File: config.mk
export PLATFORM = sky130hd
export DESIGN_NAME = rr_arb_4_1
export DESIGN_NICKNAME = d
export VERILOG_FILES = /design/src/rtl/rr_arb_4_1.sv
export SDC_FILE = /design/constraint.sdc
export NUM_CORES = 1
export LEC_CHECK = 0
export BUFFER_PORTS_ARGS = -buffer_cell sky130_fd_sc_hd__buf_2
export CAP_MARGIN = 20
export CORE_MARGIN = 8
export CORE_UTILIZATION = 40
export DETAILED_ROUTE_END_ITERATION = 8
export PLACE_DENSITY = 0.71
export SYNTH_ARGS = -nofsm -noshare
export SYNTH_HDL_FRONTEND = slang
export SYNTH_SLANG_ARGS = --single-unit
File: constraint.sdc
create_clock -name clk -period 4.66 [get_ports clk]
set_input_delay 1.398 -clock clk [delete_from_list [all_inputs] [get_ports clk]]
set_output_delay 1.398 -clock clk [all_outputs]
set_load 0.02 [all_outputs]
File: src/rtl/rr_arb_4_1.sv
// Purpose: 4:1 round-robin arbiter with a registered output stage (data, select, valid).
// Latency: 1 cycle from input acceptance to out_valid/out_data/out_sel.
// Backpressure: out_ready=0 with out_valid=1 holds the output register and drops all in_ready bits.
module rr_arb_4_1 #(
  parameter int WIDTH = 4
) (
  input  logic             clk,
  input  logic             rst_n,
  input  logic [3:0]       in_valid,
  input  logic [WIDTH-1:0] in_data0,
  input  logic [WIDTH-1:0] in_data1,
  input  logic [WIDTH-1:0] in_data2,
  input  logic [WIDTH-1:0] in_data3,
  output logic [3:0]       in_ready,
  output logic             out_valid,
  output logic [WIDTH-1:0] out_data,
  output logic [1:0]       out_sel,
  input  logic             out_ready
);

  // Output register and priority pointer (current / next).
  logic             out_valid_q, out_valid_d;
  logic [WIDTH-1:0] out_data_q,  out_data_d;
  logic [1:0]       out_sel_q,   out_sel_d;
  logic [1:0]       ptr_q,       ptr_d;

  // Arbitration results for this cycle.
  logic             load;
  logic             gnt_vld;
  logic [1:0]       gnt_idx;
  logic [WIDTH-1:0] gnt_data;

  // The output register can take a new word when empty or being drained this cycle.
  assign load = ~out_valid_q | out_ready;

  // Rotating priority search starting at ptr; first valid requester wins.
  always_comb begin
    logic [1:0] idx;
    gnt_vld = 1'b0;
    gnt_idx = 2'd0;
    idx     = 2'd0;
    for (int k = 0; k < 4; k++) begin
      idx = ptr_q + 2'(k);
      if (!gnt_vld && in_valid[idx]) begin
        gnt_vld = 1'b1;
        gnt_idx = idx;
      end
    end
  end

  // Payload mux driven only by the winning index, so losers' data never reaches the output.
  always_comb begin
    gnt_data = in_data0;
    case (gnt_idx)
      2'd0:    gnt_data = in_data0;
      2'd1:    gnt_data = in_data1;
      2'd2:    gnt_data = in_data2;
      default: gnt_data = in_data3;
    endcase
  end

  // Handshake back to the winner only; gated by rst_n so reset clears it without a clock.
  always_comb begin
    in_ready = 4'b0000;
    if (rst_n && load && gnt_vld) begin
      in_ready = 4'b0001 << gnt_idx;
    end
  end

  // Next-state: capture the winner, go empty on an idle load, otherwise hold.
  always_comb begin
    out_valid_d = out_valid_q;
    out_data_d  = out_data_q;
    out_sel_d   = out_sel_q;
    ptr_d       = ptr_q;
    if (load) begin
      if (gnt_vld) begin
        out_valid_d = 1'b1;
        out_data_d  = gnt_data;
        out_sel_d   = gnt_idx;
        ptr_d       = gnt_idx + 2'd1;
      end else begin
        out_valid_d = 1'b0;
      end
    end
  end

  // State registers; asynchronous reset discards any held payload and restarts priority at 0.
  always_ff @(posedge clk or negedge rst_n) begin
    if (!rst_n) begin
      out_valid_q <= 1'b0;
      out_data_q  <= '0;
      out_sel_q   <= 2'd0;
      ptr_q       <= 2'd0;
    end else begin
      out_valid_q <= out_valid_d;
      out_data_q  <= out_data_d;
      out_sel_q   <= out_sel_d;
      ptr_q       <= ptr_d;
    end
  end

  assign out_valid = out_valid_q;
  assign out_data  = out_data_q;
  assign out_sel   = out_sel_q;

endmodule

# After elaboration in Yosys (flattened, before gate mapping)
# Index checks and enable logic that the tools add are counted.
# word_totals
ff_bits,9
output_inout_bits,11
ram_bits,0
latchBits,0
rom_bits,0
input_bits,23
word_cells,46
memories,0
# classes
addsub,4
n_shift,1
muxes,19
bitwise_logic,2
n_eq_ne,2
reduce_logical,10
mul,0
div_mod_pow,0
order_cmp,4
# ops
cell,count
2-bit by 3-bit < comparator with 1-bit output (second input constant),4
4-bit case mux with 3 select lines,1
1-bit two-way mux,9
1-bit binary-select mux with 2-bit select,4
2-bit two-way mux,4
1-bit logical AND,5
2-bit by 1-bit adder with 2-bit output (second input constant),2
2-bit adder (second input constant),2
4-bit two-way mux,1
1-bit by 2-bit left shift with 4-bit output (first input constant),1
1-bit zero test,3
2-bit by 1-bit == test with 1-bit output (second input constant),1
2-bit == test (second input constant),1
2-bit zero test,1
2-bit AND reduction,1
1-bit inverter,1
1-bit OR,1

# Longest topological paths before layout
# Gate-level depths: netlist of the first run.
# logic_depth
ltp_word,14
mapped_depth,7
depth_no_buf,7

# Least setup slack after synthesis of the first run
# Ideal clock, no wire load.
# synth_timing
path_type,input to output
startpoint,input in_valid[1]
endpoint,output in_ready[0]
stages,5
arrival_time_ns,2.608
path_slack_ns,0.654
n_path_buf,0
cell_sequence,nand2b_1 a21oi_1 or4_1 ha_1 and3_1
# synth_between
elab_chain_cells,14
word_cells_on_any_way,25
classes_between,shift: 1; mux: 17; reduce/logical: 7
# synth_rtl
item,line_no,text
start: declaration,9,"input logic [3:0] in_valid,"
1-bit binary-select mux with 2-bit select,44,if (!gnt_vld && in_valid[idx]) begin
1-bit two-way mux (not written as such),44,
1-bit two-way mux,44,
1-bit zero test,44,
1-bit logical AND,44,
1-bit two-way mux,44,
1-bit zero test,44,
1-bit logical AND,44,
1-bit two-way mux,44,
1-bit zero test,44,
1-bit logical AND,44,
2-bit two-way mux or 1-bit two-way mux (tied branches),44,
1-bit by 2-bit left shift with 4-bit output or 1-bit logical AND (tied branches),"66, 65",
4-bit two-way mux *,65,if (rst_n && load && gnt_vld) begin
end: declaration,14,"output logic [3:0] in_ready,"
# Mark *: on every way between the ends. The rest lies on a longest branch, timed or not. The select of a mux whose other input is x is not followed.

# Worst setup path in the final report of the first run
# layout_timing
startpoint,input in_valid[1]
endpoint,output in_ready[1]
# layout_between
elab_chain_cells,14
word_cells_on_any_way,25
classes_between,shift: 1; mux: 17; reduce/logical: 7
# layout_rtl
item,line_no,text
1-bit binary-select mux with 2-bit select,44,
1-bit two-way mux (not written as such),44,
1-bit two-way mux,44,
1-bit zero test,44,
1-bit logical AND,44,
1-bit two-way mux,44,
1-bit zero test,44,
1-bit logical AND,44,
1-bit two-way mux,44,
1-bit zero test,44,
1-bit logical AND,44,
2-bit two-way mux *,44,
via gnt_idx[0],30,logic [1:0] gnt_idx;
1-bit by 2-bit left shift with 4-bit output *,66,in_ready = 4'b0001 << gnt_idx;
4-bit two-way mux *,65,
# Mark *: on every way through the listed nets, which the timed path passes. The rest lies on a longest branch. The select of a mux whose other input is x is not followed.

==> metrics.md, run 1 <==
| Metric | Value |
|---|---|
| WL per Instance | `14.8 um` |
| Power Dens Cells | `472 mW/mm2` |
| Ys Warns | `0` |
| H-tree depth | `1` |
| Vias in the first global route | `707` |
| Largest net degree at the start of global routing | `14` |
| Storage cell area | `225 um2` |
| CTS tree | `yes` |
| Fraction of registers with async set/reset | `100%` |
| Worst slew pin tran | `556 ps` |
| Cells along the critical path | `buf_2, nand2b_1, a21oi_1, nor4_1, ha_1, and3_1, buf_2` |
| EDFF count, synth | `0` |
| CP most frequent cell | `buf_2` |
| Buf+Inv Stages, Crit Path | `2` |
| Root Buffer | `clkbuf_4` |
| Nature of the critical path startpoint | `primary input` |
| CTS max path bufs | `2` |
| Sink Count | `9` |
| Ratio of cells with drive above 1 in the final layout | `44.1%` |
| Worst-path clk slew | `60 ps` |
| Final Wtd Congestion | `0.886` |
| Post-CTS setup buffer count | `0` |
| Commonest non-fill, non-tap cells in the layout | `33 x buf_2, 9 x dfrtp_1, 6 x inv_1` |
| Cell-internal power | `0.000255 W` |
| Synth Cell Area | `682 um2` |
| Max cap viols | `0` |
| Tmin final | `4380 ps` |
| Cell area after placement | `872 um2` |
| Min-Delay Path Class | `flip-flop to flip-flop` |
| RSZ-0062 raised after global routing | `no` |
| Max Fclk | `0.228 GHz` |
| Worst-Skew Late Latency | `260 ps` |
| Maximum fanout along the worst path | `5` |
| Ant diodes | `0` |
| Seq/Total Area, Yosys | `33.0%` |
| Static Leak | `0.483 nW` |
| #FFs+latches synth | `9` |
| Pre-Repair DR Iteration Count | `4` |
| First-pass GRT wire length | `2.96 mm` |
| Fin. max-slew vios | `0` |
| Most common cell after layout, fill and taps aside | `buf_2` |
| Std-Cell Rows | `15` |
| Critical path required time | `3260 ps` |
| Number of CTS-inserted buffers | `3` |
| DRC violations left | `0` |
| Critical Path AT | `2980 ps` |
| DP HPWL | `1.44 mm` |
| CP max stage delay | `550 ps` |
| Vias | `633` |
| Nets | `131` |
| Grt ovf | `0` |
| Unique masters post-synth | `24` |
| VDD IR max | `262 uV` |
| DIE AREA | `0.00328 mm2` |
| Kind of critical path | `primary input to output port` |
| Final hold vios | `0` |
| IO buf count | `33` |
| Post_cts resized | `0` |
| CORE AREA | `0.00167 mm2` |
| CP endpoint kind | `output port` |
| Die Width | `57.3 um` |
| Setup TNS | `0 ps` |
| CTS Hold Buffers Added | `0` |
| Initial antenna violation count | `0` |
| Combinational Power Share | `55.4%` |
| Area of the multi-input gates | `430 um2` |
| Crit-path leading delay family | `simple AND/OR/NAND/NOR gates` |
| Mapped Cells | `65` |
| Finished Cell Area | `898 um2` |
| Worst clock skew | `2.57 ps` |
| # IOs | `34` |
| P&R area growth vs syn | `31.7%` |
| Post-synth top flop | `dfrtp_1` |
| Final cycle utilization of the critical path | `94.0%` |
| Die H | `57.3 um` |
| Syn_nets | `93` |
| Routed WL | `1.76 mm` |
| Starting Density | `40.8%` |
| Worst slew margin | `62.6%` |
| Crit-path slowest cell | `nor4_1` |
| GRT Overall Usage | `11.0%` |
| Initial DRC Count | `29` |
| Net Sw Power | `0.000170 W` |
| Fillcell total | `159` |
| Sw frac | `40.0%` |
| Final setup vio count | `0` |
| Clock share of power | `14.4%` |
| Run status | `finished clean` |
| Vias/cell | `5.32` |
| Sequential share of power | `30.3%` |
| DRT antenna net count | `0` |
| Syn_area_per_cell | `10.5 um2` |
power by group through the flow:
stage	sequential [W]	combinational (W)	clock, W
floorplan	0.000157	0.000143	0
global placement	0.000129	0.000234	0
detailed placement	0.000130	0.000236	0
CTS	0.000129	0.000238	0.0000641
global route	0.000134	0.000259	0.0000686
finish	0.000128	0.000235	0.0000609
layer usage:
layer | wire length, um | GRT usage, %
met1 | 759 | 11.5
met3 | 233 | 6.73
met5 | 0 | 0
met4 | 0 | 3.21
met2 | 770 | 18.0
cell type report:
class / count / share of cell area, %
Inverter: 6 / 2.51
Multi-Input combinational cell: 49 / 47.9
Sequential cell: 9 / 25.1
Tap cell: 17 / 2.37
Timing Repair Buffer: 34 / 19.2
Clock buffer: 4 / 2.92
stage by stage:
stage	setup slack [ps]	utilization, %	cells	hold slack, ps	power (W)
2_1_floorplan	654	-	65	570	0.000300
3_3_place_gp	358	52.2	115	489	0.000363
3_5_place_dp	300	52.2	115	491	0.000366
4_1_cts	296	53.8	119	511	0.000430
5_1_grt	107	53.8	119	533	0.000462
6_report	281	53.8	119	504	0.000424
synthesized netlist by cell type, types with 2 or more instances:
master / instances / share of area [%]
o31ai_1: 2 / 2.2
dfrtp_1: 9 / 33
mux2_4: 5 / 11
nor2b_1: 2 / 1.8
nor2_1: 2 / 1.1
a21oi_1: 2 / 1.5
o21ai_0: 3 / 2.2
inv_1: 6 / 3.3
nand2_1: 2 / 1.1
ha_1: 5 / 9.2
nand2b_1: 4 / 3.7
and3_1: 4 / 3.7
a222oi_1: 4 / 5.9
mux2i_1: 5 / 7.3
cell families (layout without fill, tap and decap cells):
logic type      after synthesis  in the layout  share of synthesized area [%]
simple gates                 20             20                           20.2
compound gates               14             14                           15.4
mux                          10             10                           18.3
flops                         9              9                           33.0
buf+inv                       7             44                           3.85
fa+ha+maj                     5              5                           9.17
worst register-to-register path: stages, from the launching register on:
cell and delay [ps]:
dfrtp_1 430, mux2i_1 250, nor2_1 70, or4_1 510, ha_1 280, a222oi_1 350, mux2i_1 120, mux2_4 270
state kept, by name (all words and copies together) (netlist names):
register and flops:
ptr_q 2, out_data 4, out_valid 1, out_sel 2
path summary, 6_finish.rpt:
path / start / endpoint / slack (ps) / cells past startpoint
max: in_valid[1] / in_ready[1] / 280 / 7
min: out_data[1] / out_data[1] / 500 / 1
max reg2reg: ptr_q[1] / out_data[3] / 2260 / 7
min reg2reg: out_data[1] / out_data[1] / 500 / 1
max in group asynchronous: rst_n / out_data[3] / 3440 / 1
min in group asynchronous: rst_n / ptr_q[1] / 1010 / 1
No activity file was read; power rests on OpenSTA's default activity.
==> run 2, diff against run 1 <==
- CTS_BUF_LIST: default -> sky130_fd_sc_hd__clkbuf_4
==> run 2 against run 1 <==
  * Register-to-register slack about the same
  * Via count unchanged
  * Final area up 0.42%
  * Fmax stayed put
  * Global-route usage stayed put
  * Die area unchanged
  * Critical endpoint unchanged
==> metrics.md, run 2 (synthesized netlist as in run 1, its figures left out) <==
| Metric | Value |
|---|---|
| Combinational Power Share | `54.6% (-0.8 points)` |
| Hold path cells | `1 (unchanged)` |
| Worst clock skew | `1.90 ps (-0.668 ps)` |
| Min-Delay Path Class | `flip-flop to flip-flop` |
| Worst slew margin | `62.6% (unchanged)` |
| Nets | `131 (unchanged)` |
| Max cap viols | `0 (unchanged)` |
| Starting Density | `40.8% (unchanged)` |
| CTS max path bufs | `2 (unchanged)` |
| Sequential share of power | `29.9% (-0.4 points)` |
| # IOs | `34 (unchanged)` |
| Post_cts resized | `0 (unchanged)` |
| Critical Path AT | `2980 ps (about the same)` |
| GRT Overall Usage | `11.0% (unchanged)` |
| CORE AREA | `0.00167 mm2 (unchanged)` |
| Ratio of cells with drive above 1 in the final layout | `45.1% (+0.98 points)` |
| Sw frac | `39.4% (-0.58 points)` |
| Routed WL | `1.76 mm (-0.40%)` |
| Die Width | `57.3 um (unchanged)` |
| Tmin final | `4380 ps (unchanged)` |
| Vias in the first global route | `707 (unchanged)` |
| P&R area growth vs syn | `32.3%` |
| Final cycle utilization of the critical path | `94.0% (unchanged)` |
| Nature of the critical path startpoint | `primary input` |
| Met3 GRT Util | `6.73% (unchanged)` |
| Root Buffer | `clkbuf_4` |
| Net Sw Power | `0.000169 W (-0.17%)` |
| Busiest grt layer | `met2` |
| Critical path required time | `3260 ps (about the same)` |
| IO buf count | `33 (unchanged)` |
| WL per Instance | `14.8 um (-0.40%)` |
| CTS Hold Buffers Added | `0 (unchanged)` |
| Met2 usage | `18.0% (unchanged)` |
| Maximum fanout along the worst path | `5 (unchanged)` |
| Cell-internal power | `0.000260 W (+2.3%)` |
| Initial DRC Count | `31 (+6.9%)` |
| Worst slew pin tran | `556 ps (unchanged)` |
| DRC violations left | `0 (unchanged)` |
| Commonest non-fill, non-tap cells in the layout | `33 x buf_2, 9 x dfrtp_1, 6 x inv_1` |
| R2R cell count | `7 (unchanged)` |
| CTS tree | `yes` |
| Initial antenna violation count | `0 (unchanged)` |
| Die H | `57.3 um (unchanged)` |
| DIE AREA | `0.00328 mm2 (unchanged)` |
| Final setup vio count | `0 (unchanged)` |
| Max Fclk | `0.228 GHz (unchanged)` |
| Kind of critical path | `primary input to output port` |
| CP endpoint kind | `output port` |
| Setup TNS | `0 ps (unchanged)` |
| Clock share of power | `15.5% (+1.1 points)` |
| Run status | `finished clean` |
| DRT antenna net count | `0 (unchanged)` |
| Worst-path clk slew | `60 ps (about the same)` |
| Fin. max-slew vios | `0 (unchanged)` |
| Pre-Repair DR Iteration Count | `4 (unchanged)` |
| Vias/cell | `5.32 (unchanged)` |
| Met1 Track Usage GR | `11.5% (unchanged)` |
| H-tree depth | `1 (unchanged)` |
| Number of CTS-inserted buffers | `3 (unchanged)` |
| Largest net degree at the start of global routing | `14 (unchanged)` |
| RSZ-0062 raised after global routing | `no` |
| VDD IR max | `262 uV (about the same)` |
| Power Dens Cells | `476 mW/mm2 (+0.88%)` |
| Final Hold Slack | `504 ps (+0.00100 ps)` |
| Vias | `633 (unchanged)` |
| Post-CTS setup buffer count | `0 (unchanged)` |
| Worst-Skew Late Latency | `260 ps (about the same)` |
| Static Leak | `0.486 nW (+0.71%)` |
| Most common cell after layout, fill and taps aside | `buf_2` |
| First-pass GRT wire length | `2.96 mm (unchanged)` |
| Ant diodes | `0 (unchanged)` |
| Final hold vios | `0 (unchanged)` |
| Max FFs per register | `4 (unchanged)` |
| DP HPWL | `1.44 mm (unchanged)` |
| Grt ovf | `0 (unchanged)` |
| Sink Count | `9 (unchanged)` |
| Std-Cell Rows | `15 (unchanged)` |
| Final Wtd Congestion | `0.886 (unchanged)` |
==> run 2: cell counts in the layout (fill, tap and decap cells not counted) <==
No cell type changed its count.
==> run 2: metal layers <==
metal  vias to the layer above  share of wire [%]
met3                         0                 13
li1                        314                  -
met4                         0                  0
met5                         -                  0
met2                        26                 43
met1                       293                 43
==> run 2: stage by stage <==
| step | util (%) | worst slack (ps) | total power (W) | std cells | instance area (um2) |
|---|---|---|---|---|---|
| after floorplan | - | 654 | 0.000300 | 65 | 682 |
| after global placement | 52.2 | 358 | 0.000363 | 115 | 872 |
| after detailed placement | 52.2 | 300 | 0.000366 | 115 | 872 |
| after CTS | 54.0 | 296 | 0.000435 | 119 | 902 |
| after global routing | 54.0 | 107 | 0.000467 | 119 | 902 |
| final | 54.0 | 281 | 0.000430 | 119 | 902 |
==> run 2: power groups by stage <==
stage               sequential [W]  combinational [W]  clock [W]
floorplan                 0.000157           0.000143          0
global placement          0.000129           0.000234          0
detailed placement        0.000130           0.000236          0
CTS                       0.000129           0.000238  0.0000691
global route              0.000134           0.000259  0.0000745
finish                    0.000128           0.000235  0.0000665
==> run 2: path summary, 6_finish.rpt <==
check	endpoint	slack [ps]	startpoint
max in group asynchronous	out_data[3]	3440	rst_n
min	out_data[1]	500	out_data[1]
min reg2reg	out_data[1]	500	out_data[1]
max	in_ready[1]	280	in_valid[1]
min in group asynchronous	ptr_q[1]	1010	rst_n
max reg2reg	out_data[3]	2260	ptr_q[1]
==> run 2: layout make-up <==
cell class              count  area [um2]
multi-input cells          49         430
well taps                  17        21.3
inverters                   6        22.5
flip-flops and latches      9         225
clock buffers               4        30.0
fillers                   159         768
repair buffers             34         173
==> run 2: worst max-delay path, cell delays in order <==
cell and delay, ps:
buf_2 140, nand2b_1 120, a21oi_1 110, nor4_1 550, ha_1 320, and3_1 170, buf_2 160
==> run 3, diff against run 2 <==
- REMOVE_ABC_BUFFERS: default -> 1
==> run 3 against run 2 <==
  * Via count increased by 4.9%
  * Worst setup slack gained 23 ps
  * Core utilization grew 0.30 points
  * Critical path type unchanged
  * Non-clock buffer count is 1 higher
  * Wire length up 3.8%
  * Register-to-register slack lost 50 ps
  * Clock skew grew 7.9 ps
  * Largest cell class unchanged
  * First-iteration DRC count is 29% lower
  * Clock-buffer cell count decreased by 1
  * Highest routed layer unchanged
  * Largest power group unchanged
  * Global-route usage increased by 0.36 points
  * Final area rose by 0.55%
==> metrics.md, run 3 (synthesized netlist as in run 1, its figures left out) <==
| Metric | Value |
|---|---|
| Final hold vios | `0 (unchanged)` |
| Ratio of cells with drive above 1 in the final layout | `45.6% (+0.53 points)` |
| Max Fclk | `0.230 GHz (+0.53%)` |
| Min-Delay Path Class | `flip-flop to flip-flop` |
| Max cap viols | `0 (unchanged)` |
| Largest net degree at the start of global routing | `14 (unchanged)` |
| Vias in the first global route | `685 (-3.1%)` |
| GRT Overall Usage | `11.4% (+0.36 points)` |
| CP most frequent cell | `buf_2` |
| Worst-path clk slew | `60 ps (about the same)` |
| Setup TNS | `0 ps (unchanged)` |
| Initial DRC Count | `22 (-29%)` |
| Final Wtd Congestion | `0.827 (-6.6%)` |
| Commonest non-fill, non-tap cells in the layout | `33 x buf_2, 9 x dfrtp_1, 6 x inv_1` |
| Kind of critical path | `primary input to output port` |
| IO buf count | `33 (unchanged)` |
| Final setup vio count | `0 (unchanged)` |
| Ant diodes | `0 (unchanged)` |
| Most common cell after layout, fill and taps aside | `buf_2` |
| # IOs | `34 (unchanged)` |
| Critical Path AT | `2960 ps (-20 ps)` |
| Power Dens Cells | `478 mW/mm2 (+0.36%)` |
| CP endpoint kind | `output port` |
| DRC violations left | `0 (unchanged)` |
| Grt ovf | `0 (unchanged)` |
| Worst-Skew Late Latency | `270 ps (about the same)` |
| Storage cell area | `225 um2 (unchanged)` |
| Crit-path leading delay family | `simple AND/OR/NAND/NOR gates` |
| Starting Density | `40.8% (unchanged)` |
| WL per Instance | `15.2 um (+3.0%)` |
| Post-CTS setup buffer count | `0 (unchanged)` |
| Post_cts resized | `0 (unchanged)` |
| Critical path required time | `3260 ps (about the same)` |
| RSZ-0062 raised after global routing | `no` |
| Worst slew margin | `69.2% (+6.6 points)` |
| CP max stage delay | `590 ps (+40 ps)` |
| H-tree depth | `1 (unchanged)` |
| Buf+Inv Stages, Crit Path | `2 (unchanged)` |
| DRT antenna net count | `0 (unchanged)` |
| Area of the multi-input gates | `430 um2 (unchanged)` |
| Vias | `664 (+4.9%)` |
| DIE AREA | `0.00328 mm2 (unchanged)` |
| Std-Cell Rows | `15 (unchanged)` |
| Pre-Repair DR Iteration Count | `5 (+1)` |
| Static Leak | `0.490 nW (+0.85%)` |
| DP HPWL | `1.42 mm (-1.9%)` |
| Sink Count | `9 (unchanged)` |
| Die H | `57.3 um (unchanged)` |
| CORE AREA | `0.00167 mm2 (unchanged)` |
| Maximum fanout along the worst path | `5 (unchanged)` |
| Worst slew pin tran | `462 ps (-94.1 ps)` |
| First-pass GRT wire length | `2.97 mm (+0.24%)` |
| VDD IR max | `192 uV (-27%)` |
| Fin. max-slew vios | `0 (unchanged)` |
| P&R area growth vs syn | `33.0%` |
| Nature of the critical path startpoint | `primary input` |
| CTS tree | `yes` |
| Root Buffer | `clkbuf_4` |
| CTS max path bufs | `2 (unchanged)` |
| Fillcell total | `163 (+2.5%)` |
| Final cycle utilization of the critical path | `93.5% (-0.49 points)` |
| Die Width | `57.3 um (unchanged)` |
| Cells along the critical path | `buf_2, nand2b_1, a21oi_1, or4_1, ha_1, and3_1, buf_2` |
| Number of CTS-inserted buffers | `3 (unchanged)` |
| Initial antenna violation count | `0 (unchanged)` |
| Worst clock skew | `9.79 ps (+7.88 ps)` |
| Vias/cell | `5.53 (+4.0%)` |
| Final Hold Slack | `507 ps (+2.58 ps)` |
| CTS Hold Buffers Added | `0 (unchanged)` |
| Max FFs per register | `4 (unchanged)` |
| Nets | `132 (+0.76%)` |
| Crit-path slowest cell | `or4_1` |
| Routed WL | `1.82 mm (+3.8%)` |
| Run status | `finished clean` |
| Tmin final | `4360 ps (-23.0 ps)` |
==> run 3: cell count changes in the layout (fill, tap and decap cells not counted), sizes merged <==
cell | before | now
buf | 34 | 35
clkbuf | 4 | 3
clkinv | 0 | 1
==> run 3: layer usage <==
layer	share of wire [%]	track usage, %	wire length (um)
met5	0	0	0
met4	0	5.00	0
met3	14	7.85	252
met2	42	16.6	760
met1	44	12.4	810
==> run 3: metrics by stage <==
step | power, W | cell area [um2] | std cells | utilization, % | setup slack [ps]
2_1_floorplan | 0.000300 | 678 | 64 | - | 654
3_3_place_gp | 0.000368 | 880 | 116 | 52.7 | 355
3_5_place_dp | 0.000372 | 880 | 116 | 52.7 | 319
4_1_cts | 0.000438 | 907 | 120 | 54.3 | 313
5_1_grt | 0.000469 | 907 | 120 | 54.3 | 218
6_report | 0.000434 | 907 | 120 | 54.3 | 304
==> run 3: worst register-to-register path: cells and delay by family (launching register included) <==
kind,cells,cell delay (ps)
fa+ha+maj,1,280
compound gates,1,370
simple gates,2,610
flops,1,420
mux,3,650
==> run 3: layout make-up <==
cell class                 count  share of cell area [%]
clock buffer                   3                    2.48
clock inverter                 1                   0.552
inverter                       6                    2.48
multi-input combinational     49                    47.4
sequential                     9                    24.8
tap                           17                    2.34
timing repair buffer          35                    19.9
==> run 3: worst paths after layout <==
path	to	slack (ps)	startpoint	cells after the start
max reg2reg	out_data[2]	2210	ptr_q[1]	7
max in group asynchronous	ptr_q[1]	3470	rst_n	1
min in group asynchronous	out_data[3]	980	rst_n	1
max	in_ready[0]	300	in_valid[1]	7
min	out_data[2]	510	out_data[2]	1
min reg2reg	out_data[2]	510	out_data[2]	1
==> run 3: where the power goes <==
group          internal [W]  total [W]  leakage [nW]  switching, W
Sequential         0.000108   0.000128         0.105     0.0000199
Combinational      0.000118   0.000242         0.367      0.000124
Clock             0.0000318  0.0000632        0.0177     0.0000314
